## src/rtl/control_sequencer.sv

```systemverilog
// -----------------------------------------------------------------------------
// control_sequencer
//
// Multicycle control unit for the IF/EX/WB datapath. Each instruction is
// latched into an internal IR and stepped through FETCH, DECODE, EXECUTE,
// (MEM) and WRITEBACK. All datapath enables and mux selects are Moore
// outputs: they are registered from the next state and next IR, so after
// every clock edge they reflect only the current state and the latched IR.
//
// Ports
//   CLK          system clock, rising edge
//   RST          asynchronous, active-high reset; clears every output at once
//   instruction  instruction word from IF, latched at the end of FETCH
//   tf_out       test-flag result from EX, sampled at the end of EXECUTE
//   dm_ready     data memory done, only looked at in MEM
//   W_IR         instruction register load (FETCH)
//   W_PC         PC write (WB)
//   S_MXPC       PC source: 00 = PC+1, 01 = branch target
//   mxse_SMXSE   ALU B source: 0 = register, 1 = sign-extended immediate
//   alu_OPALU    ALU operation
//   tf_OPTF      test-flag condition
//   rf_WRF       register-file write
//   WFLAGS       flag register write
//   RDM          data memory read request (load in MEM)
//   dm_WDM       data memory write request (store in MEM)
//   mxrb_SMXRB   writeback source: 00 = ALU, 01 = DM, 10 = next PC
//   halted       processor stopped by the all-ones HALT word
//   instr_count  retired instructions (WB count), wraps
// -----------------------------------------------------------------------------
`timescale 1ns/1ps

module control_sequencer #(
    parameter int IW   = 32,
    parameter int CNTW = 16
) (
    input  logic            CLK,
    input  logic            RST,
    input  logic [IW-1:0]   instruction,
    input  logic            tf_out,
    input  logic            dm_ready,
    output logic            W_IR,
    output logic            W_PC,
    output logic [1:0]      S_MXPC,
    output logic            mxse_SMXSE,
    output logic [4:0]      alu_OPALU,
    output logic [3:0]      tf_OPTF,
    output logic            rf_WRF,
    output logic            WFLAGS,
    output logic            RDM,
    output logic            dm_WDM,
    output logic [1:0]      mxrb_SMXRB,
    output logic            halted,
    output logic [CNTW-1:0] instr_count
);

    typedef enum logic [2:0] {
        ST_INIT,
        ST_FETCH,
        ST_DECODE,
        ST_EXECUTE,
        ST_MEM,
        ST_WB,
        ST_HALT
    } state_t;

    typedef enum logic [1:0] {
        CLS_ALU  = 2'b00,
        CLS_MEM  = 2'b01,
        CLS_JUMP = 2'b10,
        CLS_RSVD = 2'b11
    } class_t;

    typedef struct packed {
        logic       w_ir;
        logic       w_pc;
        logic [1:0] s_mxpc;
        logic       smxse;
        logic [4:0] opalu;
        logic [3:0] optf;
        logic       wrf;
        logic       wflags;
        logic       rdm;
        logic       wdm;
        logic [1:0] smxrb;
        logic       halted;
    } ctrl_t;

    localparam logic [4:0] ALU_ADD = 5'h00;

    state_t          r_state;
    logic [IW-1:0]   r_ir;
    logic            r_taken;
    logic [CNTW-1:0] r_count;
    ctrl_t           r_out;

    state_t          w_next_state;
    logic [IW-1:0]   w_next_ir;
    logic            w_next_taken;
    class_t          w_cls;
    logic            w_is_halt;
    ctrl_t           w_out;
    class_t          w_next_cls;
    logic            w_next_load;
    logic            w_next_link;

    assign w_cls     = class_t'(r_ir[31:30]);
    assign w_is_halt = &r_ir;

    // Next-state, next-IR and branch-taken flag.
    // NOTE: every signal assigned in an always_comb gets a default at the
    // top so that no path through the case leaves it unassigned (latch).
    always_comb begin
        w_next_state = r_state;
        w_next_ir    = r_ir;
        w_next_taken = r_taken;
        case (r_state)
            ST_INIT:    w_next_state = ST_FETCH;
            ST_FETCH: begin
                w_next_ir    = instruction;
                w_next_state = ST_DECODE;
            end
            ST_DECODE:  w_next_state = w_is_halt ? ST_HALT : ST_EXECUTE;
            ST_EXECUTE: begin
                w_next_taken = (w_cls == CLS_JUMP) && tf_out;
                w_next_state = (w_cls == CLS_MEM) ? ST_MEM : ST_WB;
            end
            ST_MEM:     if (dm_ready) w_next_state = ST_WB;
            ST_WB:      w_next_state = ST_FETCH;
            ST_HALT:    w_next_state = ST_HALT;
            default:    w_next_state = ST_INIT;   // illegal encoding recovers
        endcase
    end

    // Output decode for the state being entered; registering it makes the
    // outputs a pure function of the (new) state and latched IR.
    assign w_next_cls  = class_t'(w_next_ir[31:30]);
    assign w_next_load = ~w_next_ir[29];
    assign w_next_link = w_next_ir[25];

    always_comb begin
        w_out = '0;
        case (w_next_state)
            ST_FETCH: w_out.w_ir = 1'b1;
            ST_EXECUTE: begin
                case (w_next_cls)
                    CLS_ALU: begin
                        w_out.opalu = w_next_ir[29:25];
                        w_out.smxse = w_next_ir[24];
                    end
                    CLS_MEM: begin
                        w_out.opalu = ALU_ADD;
                        w_out.smxse = 1'b1;
                    end
                    CLS_JUMP: w_out.optf = w_next_ir[29:26];
                    default:  ;
                endcase
            end
            ST_MEM: begin
                // Address computation stays driven for the whole access.
                w_out.opalu = ALU_ADD;
                w_out.smxse = 1'b1;
                w_out.rdm   = w_next_load;
                w_out.wdm   = ~w_next_load;
            end
            ST_WB: begin
                w_out.w_pc   = 1'b1;
                w_out.s_mxpc = {1'b0, w_next_taken};
                case (w_next_cls)
                    CLS_ALU: begin
                        w_out.wrf    = 1'b1;
                        w_out.wflags = 1'b1;
                        w_out.smxrb  = 2'b00;
                    end
                    CLS_MEM: begin
                        w_out.wrf   = w_next_load;
                        w_out.smxrb = w_next_load ? 2'b01 : 2'b00;
                    end
                    CLS_JUMP: begin
                        w_out.wrf   = w_next_link;
                        w_out.smxrb = w_next_link ? 2'b10 : 2'b00;
                    end
                    default: ;
                endcase
            end
            ST_HALT: w_out.halted = 1'b1;
            default: ;
        endcase
    end

    // NOTE: sequential state uses non-blocking assignments only, so every
    // register samples the pre-edge value of every other register.
    always_ff @(posedge CLK or posedge RST) begin
        if (RST) begin
            r_state <= ST_INIT;
            r_ir    <= '0;
            r_taken <= 1'b0;
            r_count <= '0;
            r_out   <= '0;
        end else begin
            r_state <= w_next_state;
            r_ir    <= w_next_ir;
            r_taken <= w_next_taken;
            r_out   <= w_out;
            if (r_state == ST_WB) begin
                r_count <= r_count + 1'b1;
            end
        end
    end

    assign W_IR        = r_out.w_ir;
    assign W_PC        = r_out.w_pc;
    assign S_MXPC      = r_out.s_mxpc;
    assign mxse_SMXSE  = r_out.smxse;
    assign alu_OPALU   = r_out.opalu;
    assign tf_OPTF     = r_out.optf;
    assign rf_WRF      = r_out.wrf;
    assign WFLAGS      = r_out.wflags;
    assign RDM         = r_out.rdm;
    assign dm_WDM      = r_out.wdm;
    assign mxrb_SMXRB  = r_out.smxrb;
    assign halted      = r_out.halted;
    assign instr_count = r_count;

endmodule
```

## config.mk

```make
export PLATFORM = sky130hd
export DESIGN_NAME = control_sequencer
export DESIGN_NICKNAME = d
export VERILOG_FILES = /design/src/rtl/control_sequencer.sv
export SDC_FILE = /design/constraint.sdc
export NUM_CORES = 1
export LEC_CHECK = 0
export ABC_AREA = 0
export ABC_CLOCK_PERIOD_IN_PS = 3000
export CAP_MARGIN = 20
export CORE_ASPECT_RATIO = 1.75
export CORE_MARGIN = 2
export CORE_UTILIZATION = 44
export CTS_CLUSTER_DIAMETER = 60
export CTS_CLUSTER_SIZE = 25
export DETAILED_ROUTE_END_ITERATION = 8
export GPL_TIMING_DRIVEN = 1
export PLACE_DENSITY = 0.77
export SYNTH_ARGS = -nofsm -noshare
export SYNTH_HDL_FRONTEND = slang
export SYNTH_SLANG_ARGS = --single-unit
```

## constraint.sdc

```tcl
create_clock -name CLK -period 3 [get_ports CLK]
set_clock_uncertainty 0.2 [all_clocks]
set_input_delay 0.9 -clock CLK [delete_from_list [all_inputs] [get_ports CLK]]
set_output_delay 0.9 -clock CLK [all_outputs]
set_load 0.02 [all_outputs]
```

Word-level counts from Yosys, hierarchy flattened --
Index checks and enable logic that the tools add are counted.
Word-level totals: register bits 73, input bits 36, output and inout bits 37, word-level logic and storage cells 60
Cells by class: add/sub/neg operators 1, equality and inequality tests 15, multiplexer cells 21, bitwise gates (word level) 1, reduce and logical (&&, ||, !) cells 5
Operators with widths (count):
- 32-bit 2-to-1 mux | 1
- 32-bit AND reduction | 1
- 6-bit case mux with 2 select lines | 2
- 3-bit == test (second input constant) | 6
- 3-bit case mux with 6 select lines | 1
- 16-bit by 1-bit adder with 16-bit output (second input constant) | 1
- 3-bit by 2-bit == test with 1-bit output (second input constant) | 3
- 3-bit 2-to-1 mux | 3
- 2-bit 2-to-1 mux | 4
- 4-bit 2-to-1 mux | 2
- 3-bit by 1-bit == test with 1-bit output (second input constant) | 2
- 1-bit 2-to-1 mux | 6
- 2-bit by 1-bit == test with 1-bit output (second input constant) | 2
- 2-bit == test (second input constant) | 2
- 2-bit case mux with 2 select lines | 1
- 3-bit logical NOT | 1
- 1-bit case mux with 3 select lines | 1
- 2-bit logical NOT | 1
- 2-bit OR reduction | 1
- 1-bit logical AND | 1
- 1-bit inverter | 1

Logic depth before layout (Yosys ltp) --
Gate-level depths: netlist of run 1.
depth in word-level cells 5, mapped depth 9, gate-level depth less buffers 6

Least setup slack after synthesis of run 1 --
No wires, ideal clock.
kind reg2reg, start point reg r_state[1], end point reg r_out, in the netlist mxse_SMXSE, setup time 124 ps, data arrival time 2124 ps, data required time 2676 ps, path slack 552 ps, cell stages (with the launch flop) 10, buffers on the path 3, period minus slack after synthesis 2448 ps, cells stage by stage dfrtp_1 > buf_6 > nor3b_4 > buf_6 > buf_4 > mux2i_1 > inv_1 > ha_1 > a21o_1 > a211o_1
RTL lines:
- start, declared | line 90 | state_t r_state;
- start signal, assigned | line 200 | r_state <= w_next_state;
- end signal, assigned | line 203 | r_out <= w_out;
- end, declared | line 94 | ctrl_t r_out;

Worst setup path after layout of run 1 --
start point reg r_count[4], in the netlist instr_count[4], end point out instr_count[4]
RTL lines:
- start, declared | line 93 | logic [CNTW-1:0] r_count;
- start signal, assigned | line 205 | r_count <= r_count + 1'b1;
- end, declared | line 53 | output logic [CNTW-1:0] instr_count
No word-level cell between the ends.

==> metrics.md, run 1 <==
| Metric | Value |
|---|---|
| Outcome | `finished, final reports clean` |
| Adder-cell share of the synthesized area | `2.07%` |
| Post-synthesis sequential area ratio | `59.6%` |
| CP bufs+invs | `1` |
| Antenna cells | `0` |
| P_leak | `0.00183 uW` |
| Worst r2r path cells | `7` |
| Hold WS | `0.269 ns` |
| Placeable Area | `0.00676 sq mm` |
| Fin crit share | `83.2%` |
| Die Area | `0.00758 sq mm` |
| Post-CTS sizing | `0` |
| Worst-path clk slew | `0.05 ns` |
| CP max stage delay | `0.64 ns` |
| Starting DRT DRC Count | `121` |
| Vias in the first global route | `2156` |
| Routed WL per cell | `14.8 microns` |
| Final Hold Vio Count | `0` |
| GPL Wtd Cong | `0.761` |
| Synth warnings | `0` |
| # DRC | `0` |
| Final non-filler cell total | `394` |
| RSZ-0062 raised after global routing | `false` |
| Longest Clk Path Bufs | `2` |
| End of the critical path | `instr_count[4]` |
| Setup repair bufs after CTS | `0` |
| Io pins | `73` |
| Peak VDD IR | `0.478 mV` |
| Worst-path cell chain | `clkdlybuf4s50_1` |
| CP startpoint kind | `flip-flop` |
| Worst path depth | `1` |
| Num CTS Buffers | `9` |
| Worst r2r dst | `rf_WRF` |
| Port-buffer cells | `71` |
| Placed Cells | `380` |
| Crit-path leading delay family | `buffers and inverters` |
| Worst skew pair latency | `0.32 ns` |
| Starting Density | `44.8%` |
| Hpwl dp | `4.29 mm` |
| Arrival @ worst endpoint | `1.39 ns` |
| Commonest non-fill, non-tap cell in the layout | `dfrtp_1` |
| Total grt overflow | `0` |
| Post-synthesis compound-gate area fraction | `2.32%` |
| Final setup TNS | `0 ns` |
| Simple-Gate Fraction of Synth Area | `16.5%` |
| Largest net degree at the start of global routing | `38` |
| Fin nets | `348` |
| Max-slew headroom | `63.7%` |
| Slew @ Worst Pin | `0.545 ns` |
| Clk sinks | `72` |
| Synthesized area per cell | `13.4 sq um` |
| Beginning of the worst register-to-register path | `r_state[0]` |
| DR vias | `2009` |
| Total iterations of the first detailed-routing run | `4` |
| Root buffer cell | `clkbuf_16` |
| Via density | `5.10` |
| Die Wd | `66.7 microns` |
| Synthesized area | `0.00303 sq mm` |
| Routed WL | `5.83 mm` |
| Final Setup Violations | `0` |
| Syn-to-layout area delta | `35.8%` |
| Antenna-violating nets left | `0` |
| H-tree depth | `3` |
| Xor and xnor fraction of the mapped netlist area | `4.34%` |
| Critical Path Sink Type | `output pin` |
| Crit-path max FO | `6` |
| Initial antenna violation count | `0` |
| WS Path Type | `reg2out` |
| First-pass GRT wire length | `10.1 mm` |
| Post-synthesis mux area share | `12.2%` |
| Max-Cap Viols | `0` |
| Hold buffer count at cts | `0` |
| Synth cell types | `37` |
| Largest family of logic cells by synthesized area | `simple AND/OR/NAND/NOR gates` |
| Register bit total from synthesis | `72` |
| Achievable Freq | `401 MHz` |
| Syn Inst Count | `226` |
| Worst reg2reg setup slack | `0.55 ns` |
| Final slew viol count | `0` |
| Main flop type after synthesis | `dfrtp_1` |
| CP max-delay cell | `clkdlybuf4s50_1` |
| Mapped Nets | `267` |
| Share of cells above drive strength 1 | `17.7%` |
| Layout Utilization | `60.8%` |
| Most frequent cells in the layout | `72 x dfrtp_1, 71 x clkdlybuf4s50_1, 30 x mux2_2` |
| Chip height | `114 microns` |
| WP data required | `1.90 ns` |
| FP Rows | `40` |
| CTS tree | `done` |
| Period minus WS final | `2.49 ns` |
| Post-synth EDFFs | `0` |
| CP Launch Point | `instr_count[4]` |
| GRT Util Overall | `18.1%` |
| Min-delay worst type | `reg2reg` |
| Power Dens Cells | `916 mW/mm^2` |
| Fraction of registers with async set/reset | `100%` |
==> through the flow <==
step | cell area [sq um] | setup WS [ns] | total power (uW)
2_1_floorplan | 3030 | 0.0751 | 2440
3_3_place_gp | 3830 | 0.343 | 2770
3_5_place_dp | 3830 | 0.271 | 2830
4_1_cts | 4110 | 0.482 | 3810
5_1_grt | 4110 | 0.350 | 4010
6_report | 4110 | 0.505 | 3760
==> power breakdown <==
| part | internal, uW | switching [uW] | leakage (uW) |
|---|---|---|---|
| combinational | 664 | 584 | 0.000777 |
| clock | 618 | 346 | 0.000135 |
| sequential | 1310 | 245 | 0.000914 |
| total | 2590 | 1170 | 0.00183 |
==> flip-flops by register name, indices dropped and copies added, names as in the netlist <==
signal,count
mxrb_SMXRB,2
instr_count,16
r_taken,1
W_IR,1
tf_OPTF,4
S_MXPC,1
W_PC,1
r_state,3
mxse_SMXSE,1
alu_OPALU,5
RDM,1
r_ir,32
rf_WRF,1
dm_WDM,1
halted,1
WFLAGS,1
==> synth_stat cells, drive strengths merged (2+ instances only) <==
cell	number	area, sq um
dfrtp	72	1800
mux2	30	338
nor2	13	48.8
nand2	11	41.3
and4	10	87.6
nand4	9	56.3
xnor2	8	70.1
buf	7	63.8
inv	7	26.3
nand3	7	35.0
xor2	7	61.3
ha	5	62.6
a21oi	4	20.0
nor3b	4	41.3
nor4	4	61.3
and2	3	18.8
mux2i	3	30.0
nand2b	3	18.8
nand3b	3	22.5
nor2b	3	18.8
o21ai	2	10.0
==> per-layer routing <==
layer / up-vias / GRT usage, % / share of wire [%]
li1: 953 / - / -
met1: 977 / 20.6 / 38
met2: 65 / 29.5 / 53
met3: 14 / 5.03 / 5.1
met4: 0 / 10.7 / 3.0
met5: - / 0 / 0
==> cell families (layout without fill, tap and decap cells) <==
kind of cell,count (synthesis),in the layout
multiplexers,33,33
adder cells (fa/ha/maj),5,5
buffers and inverters,14,98
AND/OR/NAND/NOR,75,75
flip-flops,72,72
AO/OA/AOI/OAI,11,11
other,1,1
XOR/XNOR,15,15
==> cell type report <==
type	instances	area, sq um
Sequential cell	72	1800
Inverter	7	26.3
Timing Repair Buffer	77	768
Tap cell	84	105
Multi-Input combinational cell	140	1130
Clock buffer	14	274
Fill cell	566	2650
==> how the worst min path moves through the flow <==
stage                                from         endpoint  slack (ns)  cells past startpoint
final                     instr_count[15]  instr_count[15]        0.27                      1
after global routing      instr_count[15]  instr_count[15]        0.28                      1
after CTS                 instr_count[15]  instr_count[15]        0.27                      1
after detailed placement  instr_count[15]  instr_count[15]        0.26                      1
after global placement    instr_count[15]  instr_count[15]        0.26                      1
after floorplan                   r_taken          r_taken        0.25                      2
(Power assumes the default switching activity.)
==> run 2: changes to the inputs <==
--- a/config.mk
+++ b/config.mk
@@ -6,16 +6,16 @@
 export NUM_CORES = 1
 export LEC_CHECK = 0
 export ABC_AREA = 0
-export ABC_CLOCK_PERIOD_IN_PS = 3000
+export ABC_CLOCK_PERIOD_IN_PS = 2600
 export CAP_MARGIN = 20
 export CORE_ASPECT_RATIO = 1.75
 export CORE_MARGIN = 2
-export CORE_UTILIZATION = 44
+export CORE_UTILIZATION = 49
 export CTS_CLUSTER_DIAMETER = 60
 export CTS_CLUSTER_SIZE = 25
 export DETAILED_ROUTE_END_ITERATION = 8
 export GPL_TIMING_DRIVEN = 1
-export PLACE_DENSITY = 0.77
+export PLACE_DENSITY = 0.81
 export SYNTH_ARGS = -nofsm -noshare
 export SYNTH_HDL_FRONTEND = slang
 export SYNTH_SLANG_ARGS = --single-unit
==> constraint.sdc (replaced) <==
create_clock -name CLK -period 2.6 [get_ports CLK]
set_clock_uncertainty 0.2 [all_clocks]
set_input_delay 0.78 -clock CLK [delete_from_list [all_inputs] [get_ports CLK]]
set_output_delay 0.78 -clock CLK [all_outputs]
set_load 0.02 [all_outputs]
==> run 2 against run 1 <==
Sequential share of layout area barely moved. Clock power rose by 7%. Setup slack worse by 0.29 ns. Flip-flop and latch count unchanged. Wire length rose by 4.7%. Critical path type unchanged. Via count about the same. Power is 15% higher. Register-to-register slack lost 0.18 ns. Final cell count decreased by 0.25%.
==> metrics.md, run 2 (synthesis results as in run 1) <==
| Metric | Value |
|---|---|
| Worst-path clk slew | `0.08 ns (was 0.05 ns)` |
| CP startpoint kind | `flip-flop (unchanged)` |
| Share of cells above drive strength 1 | `19.7% (was 17.7%)` |
| Die Wd | `63.4 microns (was 66.7 microns)` |
| Slew @ Worst Pin | `0.487 ns (was 0.545 ns)` |
| Met1 GRT Util | `22.2% (was 20.6%)` |
| Via density | `5.12 (was 5.10)` |
| Root buffer cell | `clkbuf_8 (was clkbuf_16)` |
| Port-buffer cells | `71 (unchanged)` |
| Worst reg2reg setup slack | `0.37 ns (was 0.55 ns)` |
| Critical Path Sink Type | `output pin (unchanged)` |
| Fin area | `0.00411 sq mm (about the same)` |
| First-pass GRT wire length | `10.2 mm (was 10.1 mm)` |
| CP bufs+invs | `1 (unchanged)` |
| Fillers | `484 (was 566)` |
| Outcome | `finished, final reports clean (unchanged)` |
| Chip height | `108 microns (was 114 microns)` |
| Sequential share of power | `40.7% (was 41.2%)` |
| Min-delay worst type | `reg2reg (unchanged)` |
| Logic pwr share | `35.7% (was 33.2%)` |
| H-tree depth | `3 (unchanged)` |
| Worst-path cell chain | `clkdlybuf4s50_1 (unchanged)` |
| Biggest register | `r_ir (unchanged)` |
| Crit-path leading delay family | `buffers and inverters (unchanged)` |
| Largest net degree at the start of global routing | `36 (was 38)` |
| End of the critical path | `instr_count[0] (was instr_count[4])` |
| Vias in the first global route | `2147 (was 2156)` |
| WP data required | `1.62 ns (was 1.90 ns)` |
| Total iterations of the first detailed-routing run | `4 (unchanged)` |
| Total grt overflow | `0 (unchanged)` |
| Io pins | `73 (unchanged)` |
| Crit-path max FO | `5 (was 6)` |
| Placeable Area | `0.00593 sq mm (was 0.00676 sq mm)` |
| Most frequent cells in the layout | `72 x dfrtp_1, 71 x clkdlybuf4s50_1, 30 x mux2_2 (unchanged)` |
| Longest Clk Path Bufs | `2 (unchanged)` |
| Achievable Freq | `419 MHz` |
| CP max stage delay | `0.63 ns (was 0.64 ns)` |
| Starting DRT DRC Count | `84 (was 121)` |
| CP max-delay cell | `clkdlybuf4s50_1 (unchanged)` |
| Period minus WS final | `2.39 ns` |
| Worst skew pair latency | `0.34 ns (was 0.32 ns)` |
| Clock share of power | `23.6% (was 25.6%)` |
| Final slew viol count | `0 (unchanged)` |
| GPL Wtd Cong | `0.729 (was 0.761)` |
| Die Area | `0.00684 sq mm (was 0.00758 sq mm)` |
| Routed WL | `6.11 mm (was 5.83 mm)` |
| GR Util met3 | `3.54% (was 5.03%)` |
| Peak VDD IR | `0.769 mV (was 0.478 mV)` |
| # DRC | `0 (unchanged)` |
| Max FFs per register | `32 (unchanged)` |
| Antenna-violating nets left | `0 (unchanged)` |
| Area after DPL | `0.00387 sq mm (was 0.00383 sq mm)` |
| Setup repair bufs after CTS | `0 (unchanged)` |
| Beginning of the worst register-to-register path | `r_state[1] (was r_state[0])` |
| Max-slew headroom | `67.2% (was 63.7%)` |
| WS Path Type | `reg2out (unchanged)` |
| Commonest non-fill, non-tap cell in the layout | `dfrtp_1 (unchanged)` |
| RSZ-0062 raised after global routing | `false (unchanged)` |
| Clk sinks | `72 (unchanged)` |
| Final Hold Vio Count | `0 (unchanged)` |
| Fin nets | `351 (was 348)` |
| Initial antenna violation count | `0 (unchanged)` |
| Fin crit share | `91.9%` |
| CTS tree | `done (unchanged)` |
| Worst r2r dst | `mxse_SMXSE (was rf_WRF)` |
| Syn-to-layout area delta | `35.7% (was 35.8%)` |
| Hpwl dp | `4.65 mm (was 4.29 mm)` |
| GRT Util Overall | `19.8% (was 18.1%)` |
| P_leak | `0.00182 uW (was 0.00183 uW)` |
| Switching share of power | `32.5% (was 31.2%)` |
| Starting Density | `51.1% (was 44.8%)` |
| Global routing's busiest layer | `met2 (unchanged)` |
| CP Launch Point | `instr_count[0] (was instr_count[4])` |
| P_sw | `1410 uW (was 1170 uW)` |
| Post-CTS sizing | `0 (unchanged)` |
| Worst path depth | `1 (unchanged)` |
| Met2 Usage GRT | `37.1% (was 29.5%)` |
| Routed WL per cell | `15.5 microns (was 14.8 microns)` |
| Antenna cells | `0 (unchanged)` |
| DR vias | `2011 (was 2009)` |
| Num CTS Buffers | `9 (unchanged)` |
| Power Dens Cells | `1060 mW/mm^2 (was 916 mW/mm^2)` |
| FP Rows | `37 (was 40)` |
| Final setup TNS | `0 ns (unchanged)` |
| Max-Cap Viols | `0 (unchanged)` |
| Arrival @ worst endpoint | `1.41 ns (was 1.39 ns)` |
| Hold buffer count at cts | `0 (unchanged)` |
| Final Setup Violations | `0 (unchanged)` |
| Internal power | `2930 uW (was 2590 uW)` |
| Worst r2r path cells | `6 (was 7)` |
run 2: worst min path at each step:
| stage | start | endpoint | cells after the start |
|---|---|---|---|
| 6_report | instr_count[15] | instr_count[15] | 1 |
| 5_1_grt | instr_count[15] | instr_count[15] | 1 |
| 4_1_cts | instr_count[15] | instr_count[15] | 1 |
| 3_5_place_dp | instr_count[15] | instr_count[15] | 1 |
| 3_3_place_gp | instr_count[15] | instr_count[15] | 1 |
| 2_1_floorplan | r_taken | r_taken | 2 |
run 2: per-stage QoR:
| step | hold WS [ns] | utilization [%] | std cells | total power (uW) | worst slack (ns) |
|---|---|---|---|---|---|
| floorplan | 0.245 | - | 226 | 2810 | 0.152 |
| global placement | 0.261 | 65.2 | 377 | 3260 | 0.185 |
| detailed placement | 0.266 | 65.2 | 377 | 3350 | 0.0995 |
| CTS | 0.280 | 69.3 | 393 | 4370 | 0.197 |
| global route | 0.295 | 69.3 | 393 | 4600 | 0.160 |
| finish | 0.273 | 69.3 | 393 | 4340 | 0.211 |
run 2: power groups by stage:
stage	logic [uW]	clock network, uW	registers (uW)
final	1550	1030	1770
after global routing	1710	1080	1810
after CTS	1570	1040	1770
after detailed placement	1560	0	1790
after global placement	1500	0	1760
after floorplan	1000	0	1810
run 2: cell type report:
cell class,count,area (sq um),area share (%)
clock buffer,12,165,4.02
clock inverter,4,75.1,1.83
inverter,7,30.0,0.731
multi-input combinational,140,1130,27.6
sequential,72,1800,43.9
tap,78,97.6,2.38
timing repair buffer,80,803,19.6
run 2: routing by layer:
metal / wire length [microns] / part of all wire [%]
met5: 0 / 0
met4: 95 / 1.6
met1: 2320 / 38
met3: 209 / 3.4
met2: 3480 / 57
